**src/rtl/ring_sequencer.sv**
```systemverilog
// Multi-mode ring sequencer: one-hot rotate, Johnson counter and one-hot ping-pong,
// with synchronous load, a registered wrap pulse and a sticky invalid-state flag.
module ring_sequencer #(
    parameter int unsigned WIDTH = 4
) (
    input  logic             clk,
    input  logic             reset,
    input  logic             en,
    input  logic             dir,
    input  logic [1:0]       mode,
    input  logic             load,
    input  logic [WIDTH-1:0] load_val,
    output logic [WIDTH-1:0] q,
    output logic             wrap,
    output logic             err
);

    typedef enum logic [1:0] {
        MODE_RING    = 2'b00,
        MODE_JOHNSON = 2'b01,
        MODE_PING    = 2'b10,
        MODE_HOLD    = 2'b11
    } mode_e;

    typedef enum logic {
        PDIR_UP   = 1'b0,
        PDIR_DOWN = 1'b1
    } pdir_e;

    localparam logic [WIDTH-1:0] ONE = WIDTH'(1);
    localparam logic [WIDTH-1:0] MSB = WIDTH'(1) << (WIDTH - 1);

    logic [WIDTH-1:0] r_q;
    logic             r_wrap;
    logic             r_err;
    pdir_e            r_pdir;

    logic [WIDTH-1:0] w_q_nxt;
    logic             w_wrap_nxt;
    logic             w_err_nxt;
    pdir_e            w_pdir_nxt;

    logic             w_zero;
    logic             w_onehot_ok;
    logic             w_john_ok;
    logic [WIDTH-1:0] w_q_inv;
    logic [WIDTH-1:0] w_rot_l;
    logic [WIDTH-1:0] w_rot_r;
    logic [WIDTH-1:0] w_shl;
    logic [WIDTH-1:0] w_shr;
    logic [WIDTH-1:0] w_john;

    // Validity: one-hot allows zero; Johnson states are low-ones runs or their complements.
    assign w_zero      = (r_q == '0);
    assign w_onehot_ok = ((r_q & (r_q - ONE)) == '0);
    assign w_q_inv     = ~r_q;
    assign w_john_ok   = ((r_q & (r_q + ONE)) == '0) || ((w_q_inv & (w_q_inv + ONE)) == '0);

    assign w_rot_l = {r_q[WIDTH-2:0], r_q[WIDTH-1]};
    assign w_rot_r = {r_q[0], r_q[WIDTH-1:1]};
    assign w_shl   = r_q << 1;
    assign w_shr   = r_q >> 1;
    assign w_john  = dir ? {~r_q[0], r_q[WIDTH-1:1]} : {r_q[WIDTH-2:0], ~r_q[WIDTH-1]};

    // Next-state selection: load beats advance; idle holds state and drops wrap.
    always_comb begin
        w_q_nxt    = r_q;
        w_wrap_nxt = 1'b0;
        w_err_nxt  = r_err;
        w_pdir_nxt = r_pdir;
        if (load) begin
            w_q_nxt    = load_val;
            w_pdir_nxt = PDIR_UP;
        end else if (en) begin
            case (mode_e'(mode))
                MODE_RING: begin
                    if (w_zero) begin
                        w_q_nxt = dir ? MSB : ONE;
                    end else if (w_onehot_ok) begin
                        w_q_nxt    = dir ? w_rot_r : w_rot_l;
                        w_wrap_nxt = dir ? r_q[0] : r_q[WIDTH-1];
                    end else begin
                        w_q_nxt   = ONE;
                        w_err_nxt = 1'b1;
                    end
                end
                MODE_JOHNSON: begin
                    if (w_john_ok) begin
                        w_q_nxt    = w_john;
                        w_wrap_nxt = (w_john == '0);
                    end else begin
                        w_q_nxt   = '0;
                        w_err_nxt = 1'b1;
                    end
                end
                MODE_PING: begin
                    if (w_zero) begin
                        w_q_nxt    = ONE;
                        w_pdir_nxt = PDIR_UP;
                    end else if (w_onehot_ok) begin
                        if (r_pdir == PDIR_UP) begin
                            if (r_q[WIDTH-1]) begin
                                w_q_nxt    = w_shr;
                                w_pdir_nxt = PDIR_DOWN;
                                w_wrap_nxt = 1'b1;
                            end else begin
                                w_q_nxt = w_shl;
                            end
                        end else begin
                            if (r_q[0]) begin
                                w_q_nxt    = w_shl;
                                w_pdir_nxt = PDIR_UP;
                                w_wrap_nxt = 1'b1;
                            end else begin
                                w_q_nxt = w_shr;
                            end
                        end
                    end else begin
                        w_q_nxt    = ONE;
                        w_pdir_nxt = PDIR_UP;
                        w_err_nxt  = 1'b1;
                    end
                end
                default: begin
                    w_q_nxt = r_q;
                end
            endcase
        end
    end

    always_ff @(posedge clk) begin
        if (reset) begin
            r_q    <= '0;
            r_wrap <= 1'b0;
            r_err  <= 1'b0;
            r_pdir <= PDIR_UP;
        end else begin
            r_q    <= w_q_nxt;
            r_wrap <= w_wrap_nxt;
            r_err  <= w_err_nxt;
            r_pdir <= w_pdir_nxt;
        end
    end

    assign q    = r_q;
    assign wrap = r_wrap;
    assign err  = r_err;

endmodule
```
**config.mk**
```make
export PLATFORM = sky130hd
export DESIGN_NAME = ring_sequencer
export DESIGN_NICKNAME = d
export VERILOG_FILES = /design/src/rtl/ring_sequencer.sv
export SDC_FILE = /design/constraint.sdc
export NUM_CORES = 1
export LEC_CHECK = 0
export ABC_CLOCK_PERIOD_IN_PS = 1600
export BUFFER_PORTS_ARGS = -buffer_cell sky130_fd_sc_hd__buf_4
export CAP_MARGIN = 30
export CORE_MARGIN = 1.5
export CORE_UTILIZATION = 55
export DETAILED_ROUTE_END_ITERATION = 12
export PLACE_DENSITY = 0.86
export SLEW_MARGIN = 20
export SYNTH_ARGS = -nofsm -noshare
export SYNTH_HDL_FRONTEND = slang
export SYNTH_SLANG_ARGS = --single-unit
```
**constraint.sdc**
```tcl
create_clock -name clk -period 1.6 [get_ports clk]
set_input_delay 0 -clock clk [delete_from_list [all_inputs] [get_ports clk]]
set_output_delay 0 -clock clk [all_outputs]
set_load 0.01 [all_outputs]
```
* Word-level counts from Yosys, hierarchy flattened
Index checks and enable logic that the tools add are counted.
** Operators by class
- $add $sub $neg :: 3
- Equality and inequality tests :: 5
- Multiplexer cells :: 32
- Bitwise gates (word level) :: 8
- Reductions and logical operators :: 16
** Operator list (number)
- $mux 4 :: 13
- $logic_not 4->1 :: 5
- $mux 1 :: 16
- $and 4x4->4 :: 3
- $pmux 4 s3 :: 1
- $add 4x1->4 const B :: 2
- $ne 2x2->1 const B :: 3
- $reduce_and 6->1 :: 1
- $not 1->1 :: 4
- $not 4->4 :: 1
- $reduce_and 2->1 :: 2
- $reduce_bool 2->1 :: 2
- $reduce_bool 4->1 :: 1
- $reduce_or 2->1 :: 2
- $sub 4x1->4 const B :: 1
- $pmux 1 s3 :: 1
- $reduce_or 3->1 :: 1
- $eq 2x1->1 const B :: 1
- $eq 2x2->1 const B :: 1
- $logic_not 2->1 :: 1
- $pmux 1 s2 :: 1
- $logic_or 1x1->1 :: 1
** Storage, ports and cells
- Register bits :: 7
- Input port bits :: 11

* Depth between registers and ports, before layout
Gate-level depths: netlist of the first run.
- Depth in word-level cells :: 9
- Mapped depth :: 8

* Worst setup path before layout of the first run
Ideal clock, no wire load.
- Path kind :: register -> register
- From :: reg r_q[1] (netlist: q[1])
- To :: reg r_q[1] (netlist: q[1])
- Setup time :: 0.142 ns
- Arrival :: 1.340 ns
- Required time :: 1.458 ns
- Slack :: 0.118 ns
- Cell stages (with the launch flop) :: 7
- Period minus slack after synthesis :: 1.482 ns
- Cell sequence :: dfxtp_1 buf_2 maj3_2 o2bb2ai_1 and3_1 nor4_1 a2111oi_2
** On the way
- Word-level cells in the longest chain between the ends :: 9
- Elaborated cells on any way between the ends :: 20
- Classes of those cells :: 3 x add/sub; 8 x mux; 4 x bitwise; 5 x reduce/logical
** RTL lines
- start: declaration :: RTL line 33 : logic [WIDTH-1:0] r_q;
- start signal: assignment :: RTL line 138 : r_q <= w_q_nxt;
- $not 4->4 :: RTL line 56 : assign w_q_inv = ~r_q;
- $add 4x1->4 :: RTL line 57 : assign w_john_ok = ((r_q & (r_q + ONE)) == '0) || ((w_q_inv & (w_q_inv + ONE)) == '0);
- $and 4x4->4 :: RTL line 57
- $logic_not 4->1 :: RTL line 57
- $logic_or 1x1->1 :: RTL line 57
- $mux 4 :: RTL line 88 : if (w_john_ok) begin
- $pmux 4 s3 * :: RTL line 75 : case (mode_e'(mode))
- $mux 4 * :: RTL line 74 : end else if (en) begin
- $mux 4 * :: RTL line 71 : if (load) begin
Mark *: on every way between the ends. The rest lies on a longest branch, timed or not. The select of a mux whose other input is x is not followed.
A chain may end at the register's enable or synchronous reset.

* Final worst setup path of the first run
- From :: reg r_q[3] (netlist: q[3])
- To :: reg r_q[2] (netlist: q[2])
Same word-level chain as after synthesis.

==> metrics.sh, run 1 <==
OUTCOME='finished with violations'
VIOLATED_CHECKS='setup timing'
DIE_HT_UM=44.8
ANTENNADIODECOUNT=0
GLOBAL_ROUTE.USAGE.TOTAL_PCT=39.0
SETUP.WORST_PATH.CLASS='register to register'
GRT_MAX_DEGREE=13
FF2FF_PATH_DEPTH=6
WORST_IR_DROP_VDD_mV=0.460
POST-ROUTE-DRC-COUNT=0
POWER_REPORT.INTERNAL_TOTAL_uW=487
POST_SYNTH_FA_HA_MAJ_AREA_FRACTION_PCT=7.69
CLOCK_POWER_SHARE_PCT=19.5
FINAL.SETUP.WORST_SLACK_PS=-206
YS_FF_LATCH=7
MAX_FREQ_MHz=554
SYNTH.TOP_CELLS.BY_AREA='sky130_fd_sc_hd__dfxtp_1 (15%), sky130_fd_sc_hd__ha_1 (6.5%), sky130_fd_sc_hd__a21oi_1 (6.3%)'
COMPOUND_GATE_FRACTION_OF_SYNTH_AREA_PCT=30.9
REGTOREGSTARTPOINT='q[3]'
WORST_R2R_ENDPOINT='q[2]'
PLACED_CELL_AREA_UM2=1160
PLACED_CELLS=174
SETUP.WORST_PATH.END_CLASS='register'
DR_TOTAL_VIAS=1401
YS_TYPES=51
POWER.LEAKAGE_uW=0.000550
LAYOUT.CELLS.MOST_COMMON='sky130_fd_sc_hd__buf_4'
SYNTH_FP_NETS=152
HOLD_VIOL=0
TOTALNEGATIVESETUPSLACK_PS=-400
TOTAL_POWER_uW=843
SETUP.REG_TO_REG.WORST_SLACK_PS=-210
FINAL_ANTENNA_NET_COUNT=0
MIN-DELAY-START='load'
INITIAL_UTILIZATION_PCT=60.9
CRITICAL_PATH_PEAK_FANOUT=12
MOST-COMMON-LAYOUT-CELLS='sky130_fd_sc_hd__buf_4 (37), sky130_fd_sc_hd__a21oi_1 (10), sky130_fd_sc_hd__nand2_1 (9), sky130_fd_sc_hd__nor2_1 (9), sky130_fd_sc_hd__nor3_1 (8)'
WORST_SLEW_PIN_TRAN_PS=723
POST_SYNTH_INSTANCE_AREA_UM2=960
HTREE_LEVELS=1
DRT_FIRST_PASS_ITERS=6
AVG_WL_PER_CELL_UM=25.0
ROUTED_WL_UM=4570
SETUP_REPAIR_AFTER_GLOBAL_ROUTING_MISSED_ITS_MARGIN='yes'
SYNTHMUXAREASHARE_PCT=1.04
TRITONCTS_NUM_SINKS=7
CTS_BUFFER_DEPTH=2
LAYOUT.CELLS.NON_FILLER=183
SYNTHDOMINANTCELLAREASHARE_PCT=14.6
FP.COREAREA_UM2=1580
NUMCTSBUFFERS=3
ANTENNA_VIOLATIONS_BEFORE_REPAIR=0
GLOBALPLACE.CONGESTION=0.950
POSTSYNTHCELLCOUNT=136
GRT-OVFL-TOTAL=0
NETSWITCHINGPOWER_uW=355
CLK_PIN_SLEW_PS=50
TRITONCTS='done'
VIA_PER_INST=7.66
SYNTH-ASYNC-RESET-RATIO_PCT=0
GRT_PASS1_WL_UM=5670
HP-CLASS='input port to register'
STDCELL_AREA_UM2=1370
SLEW_HEADROOM_PCT=51.4
PLACE.DETAILED.HPWL_UM=2270
DIE_X_UM=44.8
MIN_PERIOD_OVER_PERIOD_PCT=113
CAPTURE_ENDPOINT_OF_THE_WORST_HOLD_PATH='r_pdir'
DRIVE_ABOVE_1_SHARE_PCT=41.9
EDFF_COUNT_SYNTH=0
BOUNDARYPINS=17
POWER.SEQUENTIAL.FRACTION_PCT=24.6
SETUP_VIOLATIONS=4
CRITPATHREQUIREDTIME_PS=1790
MAXCAPVIOLATIONS=0
POST_SYNTHESIS_XOR_XNOR_AREA_FRACTION_PCT=1.83
INSERTION_DELAY_PS=260
FLOW.AREA_GROWTH_FROM_SYNTHESIS_PCT=43.0
SEQUENTIAL_ELEMENT_SHARE_OF_THE_SYNTHESIZED_AREA_PCT=14.6
DRT-INITIAL-DRC-COUNT=149
FINAL_MAX_SLEW_VIOL_COUNT=0
COMBINATIONALPOWERSHARE_PCT=55.9
CTSROOTBUFFERMASTER='sky130_fd_sc_hd__clkbuf_4'
FP-ROW-COUNT=14
HOLDPATHSTAGES=2
POWER.SHARE.SWITCHING_PCT=42.2
ARRIVAL_PS=2000
LAYOUT.NETS=184
SYNTH-SIMPLE-AREA-SHARE_PCT=32.1
SYNTHESIS.AREA_PER_INSTANCE_UM2=7.06
VIA_COUNT_OF_THE_FIRST_GLOBAL_ROUTING_PASS=1201
START_KIND='register'
POWERDENSITY_nW_PER_UM2=614
FINALWORSTPATHREQUIREDPERIOD_PS=1810
COUNT_OF_BUFFERS_FROM_PORT_BUFFERING=16
MAXIMUM_CLOCK_SKEW_AT_FINAL_LAYOUT_PS=6.29
DIEAREA_UM2=2000
YOSYSWARNINGS=0
SYNTH_TOP_FAMILY_BY_AREA='simple AND/OR/NAND/NOR gates'
YOSYS.AREA.TOP_TYPE='sky130_fd_sc_hd__dfxtp_1'
FINAL_CORE_UTIL_PCT=87.1
PREDOMINANT_POST_SYNTHESIS_FLOP_CELL='sky130_fd_sc_hd__dfxtp_1'
[Yosys cell counts, types with 2 or more instances]
library cell	instances
sky130_fd_sc_hd__nor4_1	5
sky130_fd_sc_hd__nand2b_1	4
sky130_fd_sc_hd__buf_2	7
sky130_fd_sc_hd__nor3_1	8
sky130_fd_sc_hd__inv_1	7
sky130_fd_sc_hd__buf_6	3
sky130_fd_sc_hd__o21ai_0	4
sky130_fd_sc_hd__or2_1	2
sky130_fd_sc_hd__clkbuf_1	3
sky130_fd_sc_hd__o2bb2ai_1	2
sky130_fd_sc_hd__o22ai_1	2
sky130_fd_sc_hd__nand3_1	2
sky130_fd_sc_hd__a21oi_1	12
sky130_fd_sc_hd__o211ai_1	3
sky130_fd_sc_hd__ha_1	5
sky130_fd_sc_hd__nor3b_1	2
sky130_fd_sc_hd__nor2_1	9
sky130_fd_sc_hd__nor2b_1	4
sky130_fd_sc_hd__or3_1	2
sky130_fd_sc_hd__o31ai_1	2
sky130_fd_sc_hd__o21ai_1	4
sky130_fd_sc_hd__nand2_1	9
sky130_fd_sc_hd__dfxtp_1	7
[worst max path at each step]
stage	startpoint	to	slack (ps)	depth (start not counted)
finish	q[3]	q[2]	-210	6
global route	q[3]	q[0]	-190	7
CTS	q[0]	q[0]	20	5
detailed placement	q[1]	q[3]	-30	6
global placement	q[3]	q[2]	-30	6
floorplan	q[1]	q[1]	120	6
[final cells by class]
class	count	area, µm²
repair buffers	41	322
clock buffers	4	26.3
flip-flops and latches	7	155
multi-input cells	108	820
inverters	7	30.0
fillers	78	204
well taps	16	20.0
[kinds of logic after synthesis]
| group | after synthesis |
|---|---|
| muxes | 1 |
| AOI/OAI and AO/OA | 43 |
| adders and majority gates | 6 |
| buffers and inverters | 21 |
| and+or+nand+nor | 56 |
| xor gates and xnor gates | 2 |
| DFF | 7 |
[state kept, by name, summed over array words and instances (netlist names)]
register / cells
err: 1
wrap: 1
q: 4
r_pdir: 1
[critical path, cell delays in order (launching register included)]
cell	delay [ps]
sky130_fd_sc_hd__dfxtp_4	350
sky130_fd_sc_hd__buf_4	150
sky130_fd_sc_hd__buf_4	180
sky130_fd_sc_hd__a2111oi_1	520
sky130_fd_sc_hd__o21bai_1	200
sky130_fd_sc_hd__a21oi_2	190
sky130_fd_sc_hd__o21a_1	150
[power groups by stage]
stage	registers [µW]	clock network, µW	logic, µW
floorplan	203	0	215
global route	208	180	485
global placement	208	0	319
CTS	208	165	344
detailed placement	209	0	334
finish	207	164	471
[metal layers]
metal / vias up / GRT usage (%) / part of all wire (%)
li1: 566 / - / -
met5: - / 0 / 0
met2: 169 / 62.3 / 42
met3: 55 / 9.60 / 16
met4: 0 / 25.3 / 8.3
met1: 611 / 46.3 / 33
[what timing repair did]
action,CTS,global route
pin swaps,0,12
endpoints found under the setup margin,4,5
endpoints found under the hold margin,3,0
gates resized for setup,4,31
cloned,0,0
buffers inserted,0,4
hold buffers,1,0
[stage by stage]
stage | hold WS (ps) | setup WS (ps)
after floorplan | 66.2 | 118
after global placement | 227 | -29.1
after detailed placement | 235 | -32.4
after CTS | 14.8 | 19.9
after global routing | 13.0 | -191
final | 20.8 | -206
No activity file was read; power rests on OpenSTA's default activity.
==> run 2: changes to the inputs <==
ABC_CLOCK_PERIOD_IN_PS = 1720   (was 1600)
clock period = 1.72 ns   (was 1.6 ns; I/O delays follow)
==> run 2 against run 1 <==
Against the previous run: the flow now finishes without violations; setup slack improved by 280 ps; flip-flop and latch count stayed put; clock skew is essentially flat; final cell count shrank 5.5%; via count decreased by 17%; largest power group unchanged.
==> metrics.sh, run 2 (synthesized netlist as in run 1, its figures left out) <==
OUTCOME='finished clean'
FLOW.AREA_GROWTH_FROM_SYNTHESIS_PCT=21.5
POWER.SHARE.SWITCHING_PCT=39.2
WORST_SETUP_PATH_ENDPOINT='q[0]'
CRITPATHREQUIREDTIME_PS=1900
GRT_PASS1_WL_UM=4760
CRITPATHTOPFAMILY='compound AO/OA/AOI/OAI gates'
SETUP.WORST_PATH.END_CLASS='register'
CTS_BUFFER_DEPTH=2
SLEW_HEADROOM_PCT=70.7
DRT-INITIAL-DRC-COUNT=56
FINAL_ANTENNA_NET_COUNT=0
CRITICAL_PATH_DEPTH=6
DIE_HT_UM=44.8
AREA.SEQUENTIAL_UM2=144
DRIVE_ABOVE_1_SHARE_PCT=25.5
PLACE.DETAILED.HPWL_UM=1940
REGTOREGSTARTPOINT='q[3]'
POWER.LEAKAGE_uW=0.000477
VIA_PER_INST=6.73
GLOBAL_ROUTE.USAGE.TOTAL_PCT=33.4
WORSTPATHBUFFERINVERTERCOUNT=1
LAYOUT.NETS=174
COMBINATIONALPOWERSHARE_PCT=46.1
HOLD_WS_PS=15.9
BOUNDARYPINS=17
CRIT_PATH_TOP_DELAY_CELL='sky130_fd_sc_hd__dfxtp_2'
AVG_WL_PER_CELL_UM=17.3
INITIAL_UTILIZATION_PCT=60.9
ARRIVAL_PS=1820
SETUP.REG_TO_REG.WORST_SLACK_PS=70
TRITONCTS_NUM_SINKS=7
PLACE_WORST_SETUP_SLACK_PS=37.3
NUMBER_OF_FLIP_FLOPS_IN_THE_LARGEST_REGISTER=4
SETUP.WORST_PATH.CLASS='register to register'
CLK_PIN_SLEW_PS=50
MOST-COMMON-LAYOUT-CELLS='sky130_fd_sc_hd__buf_4 (29), sky130_fd_sc_hd__a21oi_1 (12), sky130_fd_sc_hd__nand2_1 (9), sky130_fd_sc_hd__nor2_1 (9), sky130_fd_sc_hd__nor3_1 (8)'
MIN_PERIOD_OVER_PERIOD_PCT=95.8
NETSWITCHINGPOWER_uW=259
INSERTION_DELAY_PS=270
LAYOUT.CELLS.MOST_COMMON='sky130_fd_sc_hd__buf_4'
FINAL.SETUP.WORST_SLACK_PS=72.7
MAXIMUM_CLOCK_SKEW_AT_FINAL_LAYOUT_PS=6.70
FINALWORSTPATHREQUIREDPERIOD_PS=1650
FP.COREAREA_UM2=1580
SETUP_REPAIR_AFTER_GLOBAL_ROUTING_MISSED_ITS_MARGIN='no'
DRT_FIRST_PASS_ITERS=4
HP-CLASS='input port to register'
FF2FF_PATH_DEPTH=6
DIEAREA_UM2=2000
GRT_MAX_DEGREE=15
POSTCTSSETUPREPAIRBUFS=0
TIMING.CRITICAL_PATH.FROM='q[3]'
START_KIND='register'
CLOCK_POWER_SHARE_PCT=24.4
VIA_COUNT_OF_THE_FIRST_GLOBAL_ROUTING_PASS=1027
ANTENNA_VIOLATIONS_BEFORE_REPAIR=0
COUNT_OF_BUFFERS_FROM_PORT_BUFFERING=16
HOLDPATHSTAGES=3
DIE_X_UM=44.8
FILLER_CELL_COUNT=115
TRITONCTS='done'
NUMCTSBUFFERS=3
WORST_R2R_ENDPOINT='q[0]'
WORST_PATH_LARGEST_CELL_DELAY_PS=400
MAX_FREQ_MHz=607
TOTALNEGATIVESETUPSLACK_PS=0
ROUTED_WL_UM=3000
MIN-DELAY-START='load_val[0]'
POWER.SEQUENTIAL.FRACTION_PCT=29.5
POWERDENSITY_nW_PER_UM2=567
FINAL_MAX_SLEW_VIOL_COUNT=0
ANTENNADIODECOUNT=0
HOLD_VIOL=0
HTREE_LEVELS=1
CTSROOTBUFFERMASTER='sky130_fd_sc_hd__clkbuf_4'
CRIT_CHAIN='buf_4, or2b_1, a21oi_1, o31ai_1, o211ai_1, a221oi_2'
POWER_REPORT.INTERNAL_TOTAL_uW=402
MAXCAPVIOLATIONS=0
POST-ROUTE-DRC-COUNT=0
SETUP_VIOLATIONS=0
CRITICAL_PATH_PEAK_FANOUT=14
MULTI_INPUT_AREA_UM2=712
WORST_SLEW_PIN_TRAN_PS=436
FP-ROW-COUNT=14
GRT-OVFL-TOTAL=0
DR_TOTAL_VIAS=1164
WORST_IR_DROP_VDD_mV=0.607
GLOBALPLACE.CONGESTION=0.900
## run 2: area by class of cell
cell class	count	area share [%]
tap	16	1.72
inverter	7	2.25
clock buffer	4	2.25
multi-input combinational	108	61.1
sequential	7	12.3
timing repair buffer	31	20.4
## run 2: power groups by stage
stage | Combinational (µW) | Clock (µW) | Sequential, µW
2_1_floorplan | 200 | 0 | 188
3_3_place_gp | 276 | 0 | 195
3_5_place_dp | 285 | 0 | 196
4_1_cts | 292 | 151 | 193
5_1_grt | 326 | 178 | 197
6_report | 305 | 161 | 195
## run 2: worst reg2reg max path: stages, from the launching register on
cell and delay (ps):
sky130_fd_sc_hd__dfxtp_2 400, sky130_fd_sc_hd__buf_4 220, sky130_fd_sc_hd__or2b_1 120, sky130_fd_sc_hd__a21oi_1 60, sky130_fd_sc_hd__o31ai_1 350, sky130_fd_sc_hd__o211ai_1 170
sky130_fd_sc_hd__a221oi_2 240
## run 2: how the worst min path moves through the flow
stage	to	slack (ps)
floorplan	q[0]	70
global placement	q[0]	220
detailed placement	q[0]	240
CTS	q[0]	30
global route	q[3]	20
finish	q[0]	20
## run 2: timing repair
action / 4_1_cts / 5_1_grt
hold endpoints to repair: 6 / 0
gates resized for setup: 0 / 4
endpoints found under the setup margin: 0 / 4
hold buffers: 2 / 0
## run 2: stage by stage
stage	power (µW)	instances	utilization, %	instance area, µm²
after global routing	701	173	74.0	1170
after detailed placement	481	167	70.4	1110
after CTS	635	173	73.3	1160
after floorplan	388	136	-	960
final	661	173	74.0	1170
after global placement	471	167	70.4	1110
## run 2: layer usage
metal	vias up	track usage (%)	share of wire (%)
met2	68	51.3	47
met1	538	43.8	42
met4	0	19.4	3.4
met3	15	6.00	8.2
li1	543	-	-
met5	-	0	0
==> run 3: changes to the inputs <==
CORE_UTILIZATION = 57   (was 55)
CTS_BUF_LIST = sky130_fd_sc_hd__clkbuf_4 sky130_fd_sc_hd__clkbuf_8   (was unset)
PLACE_DENSITY = 0.88   (was 0.86)
==> run 3 against run 2 <==
Against the previous run: worst hold slack got worse by 6.3 ps; count of clock-buffer cells in the layout did not move; critical path depth fell by 1; clock power rose by 4%; register-to-register slack got worse by 70 ps; clock skew rose by 0.53 ps; design area did not move; power rose by 1.3%; core utilization rose by 1.7 points; sequential share of layout area did not move; die area fell by 3.3%; critical path type unchanged; critical endpoint unchanged; largest cell class unchanged; highest routed layer unchanged.
==> metrics.sh, run 3 (synthesized netlist as in run 1, its figures left out) <==
FINAL_CORE_UTIL_PCT=75.6
GLOBAL_ROUTE.USAGE.TOTAL_PCT=35.7
FP.COREAREA_UM2=1540
WORST_IR_DROP_VDD_mV=0.602
FINALWORSTPATHREQUIREDPERIOD_PS=1710
DIEAREA_UM2=1940
POWER_REPORT.INTERNAL_TOTAL_uW=420
FP-ROW-COUNT=14
START_KIND='register'
FF2FF_PATH_DEPTH=5
WORST_R2R_ENDPOINT='q[0]'
ANTENNA_VIOLATIONS_BEFORE_REPAIR=0
MOST-COMMON-LAYOUT-CELLS='sky130_fd_sc_hd__buf_4 (28), sky130_fd_sc_hd__a21oi_1 (12), sky130_fd_sc_hd__nand2_1 (9), sky130_fd_sc_hd__nor2_1 (9), sky130_fd_sc_hd__nor3_1 (8)'
DIE_X_UM=44.0
TRITONCTS_NUM_SINKS=7
FINAL_MAX_SLEW_VIOL_COUNT=0
NETSWITCHINGPOWER_uW=250
GLOBAL_ROUTE.USAGE.MET3_PCT=6.53
PLACE.DETAILED.HPWL_UM=2110
DR_TOTAL_VIAS=1199
SETUP.REG_TO_REG.WORST_SLACK_PS=6
HOLD_VIOL=0
TOTAL_POWER_uW=670
CTS_BUFFER_DEPTH=2
VIA_PER_INST=6.97
FINAL.SETUP.WORST_SLACK_PS=5.87
GRT-OVFL-TOTAL=0
MAXCAPVIOLATIONS=0
TRITONCTS='done'
INSERTION_DELAY_PS=260
ARRIVAL_PS=1840
BOUNDARYPINS=17
HOLDPATHSTAGES=3
POWER.SHARE.SWITCHING_PCT=37.4
NUMBER_OF_FLIP_FLOPS_IN_THE_LARGEST_REGISTER=4
POSTCTSSETUPREPAIRBUFS=0
POWER.LEAKAGE_uW=0.000479
ANTENNADIODECOUNT=0
CAPTURE_ENDPOINT_OF_THE_WORST_HOLD_PATH='q[0]'
REGTOREGSTARTPOINT='q[0]'
LAYOUT.CELLS.MOST_COMMON='sky130_fd_sc_hd__buf_4'
FLOW.AREA_GROWTH_FROM_SYNTHESIS_PCT=21.5
LAYOUT.NETS=173
CTSROOTBUFFERMASTER='sky130_fd_sc_hd__clkbuf_4'
POWERDENSITY_nW_PER_UM2=575
CRITPATHREQUIREDTIME_PS=1850
GRT_PASS1_WL_UM=5090
DRT_FIRST_PASS_ITERS=5
INITIAL_UTILIZATION_PCT=62.3
SETUP_VIOLATIONS=0
GLOBALROUTEMET1UTIL_PCT=43.2
SETUP_REPAIR_AFTER_GLOBAL_ROUTING_MISSED_ITS_MARGIN='yes'
SETUP.WORST_PATH.END_CLASS='register'
NUMCTSBUFFERS=3
PLACE_WORST_SETUP_SLACK_PS=28.5
CLK_PIN_SLEW_PS=60
DRT-INITIAL-DRC-COUNT=88
MIN_PERIOD_OVER_PERIOD_PCT=99.7
DRIVE_ABOVE_1_SHARE_PCT=25.6
FINAL_ANTENNA_NET_COUNT=0
GRT_UTIL_MET2_PCT=58.8
HP-CLASS='input port to register'
MAXIMUM_CLOCK_SKEW_AT_FINAL_LAYOUT_PS=7.23
SETUP.WORST_PATH.CLASS='register to register'
GRT_MAX_DEGREE=16
MIN-DELAY-START='load_val[0]'
CLOCK_POWER_SHARE_PCT=25.1
OUTCOME='finished clean'
WORST_SLEW_PIN_TRAN_PS=466
GLOBALPLACE.CONGESTION=0.930
COUNT_OF_BUFFERS_FROM_PORT_BUFFERING=16
ROUTED_WL_UM=2960
POWER.SEQUENTIAL.FRACTION_PCT=28.6
DIE_HT_UM=44.0
HTREE_LEVELS=1
SLEW_HEADROOM_PCT=68.7
POST-ROUTE-DRC-COUNT=0
GRT-BUSIEST-LAYER='met2'
MAX_FREQ_MHz=583
VIA_COUNT_OF_THE_FIRST_GLOBAL_ROUTING_PASS=1083
AVG_WL_PER_CELL_UM=17.2
COMBINATIONALPOWERSHARE_PCT=46.3
CRITICAL_PATH_PEAK_FANOUT=9
## run 3: final cells by class
cell class / instances / area [µm²]
multi-input cells: 108 / 706
fillers: 101 / 375
repair buffers: 30 / 240
flip-flops and latches: 7 / 144
clock buffers: 4 / 30.0
inverters: 7 / 26.3
well taps: 16 / 20.0
## run 3: per-stage QoR
step | cells | TNS [ps] | cell area [µm²] | hold WS, ps
floorplan | 136 | 0 | 960 | 66.2
global placement | 167 | 0 | 1120 | 227
detailed placement | 167 | 0 | 1120 | 240
CTS | 172 | 0 | 1160 | 12.4
global route | 172 | -66.5 | 1170 | 16.2
finish | 172 | 0 | 1170 | 9.61
## run 3: what timing repair did
| item | 4_1_cts | 5_1_grt |
|---|---|---|
| endpoints found under the setup margin | 0 | 2 |
| hold buffers | 1 | 0 |
| hold endpoints to repair | 5 | 0 |
| resized for setup | 0 | 3 |
## run 3: worst max-delay path by stage
stage / from / endpoint / slack (ps) / cells after the start
4_1_cts: q[2] / q[0] / 10 / 6
3_3_place_gp: q[2] / q[0] / 90 / 6
2_1_floorplan: q[1] / q[1] / 240 / 6
5_1_grt: q[3] / q[0] / -30 / 6
3_5_place_dp: q[2] / q[0] / 30 / 6
6_report: q[0] / q[0] / 6 / 5
## run 3: power groups by stage
stage | clock (µW) | sequential (µW) | combinational, µW
floorplan | 0 | 188 | 200
global placement | 0 | 192 | 286
detailed placement | 0 | 192 | 296
CTS | 170 | 189 | 301
global route | 178 | 193 | 337
finish | 168 | 191 | 310
## run 3: metal layers
| layer | vias to the layer above | wire [µm] |
|---|---|---|
| met5 | - | 0 |
| met4 | 0 | 153 |
| met2 | 91 | 1440 |
| li1 | 548 | - |
| met3 | 25 | 273 |
| met1 | 535 | 1090 |
## run 3: worst max-delay path, stage by stage, from the launching register on
cell	delay, ps
sky130_fd_sc_hd__dfxtp_2	370
sky130_fd_sc_hd__or4b_1	540
sky130_fd_sc_hd__o22ai_1	180
sky130_fd_sc_hd__a211oi_1	80
sky130_fd_sc_hd__o211ai_1	310
sky130_fd_sc_hd__a221oi_2	100
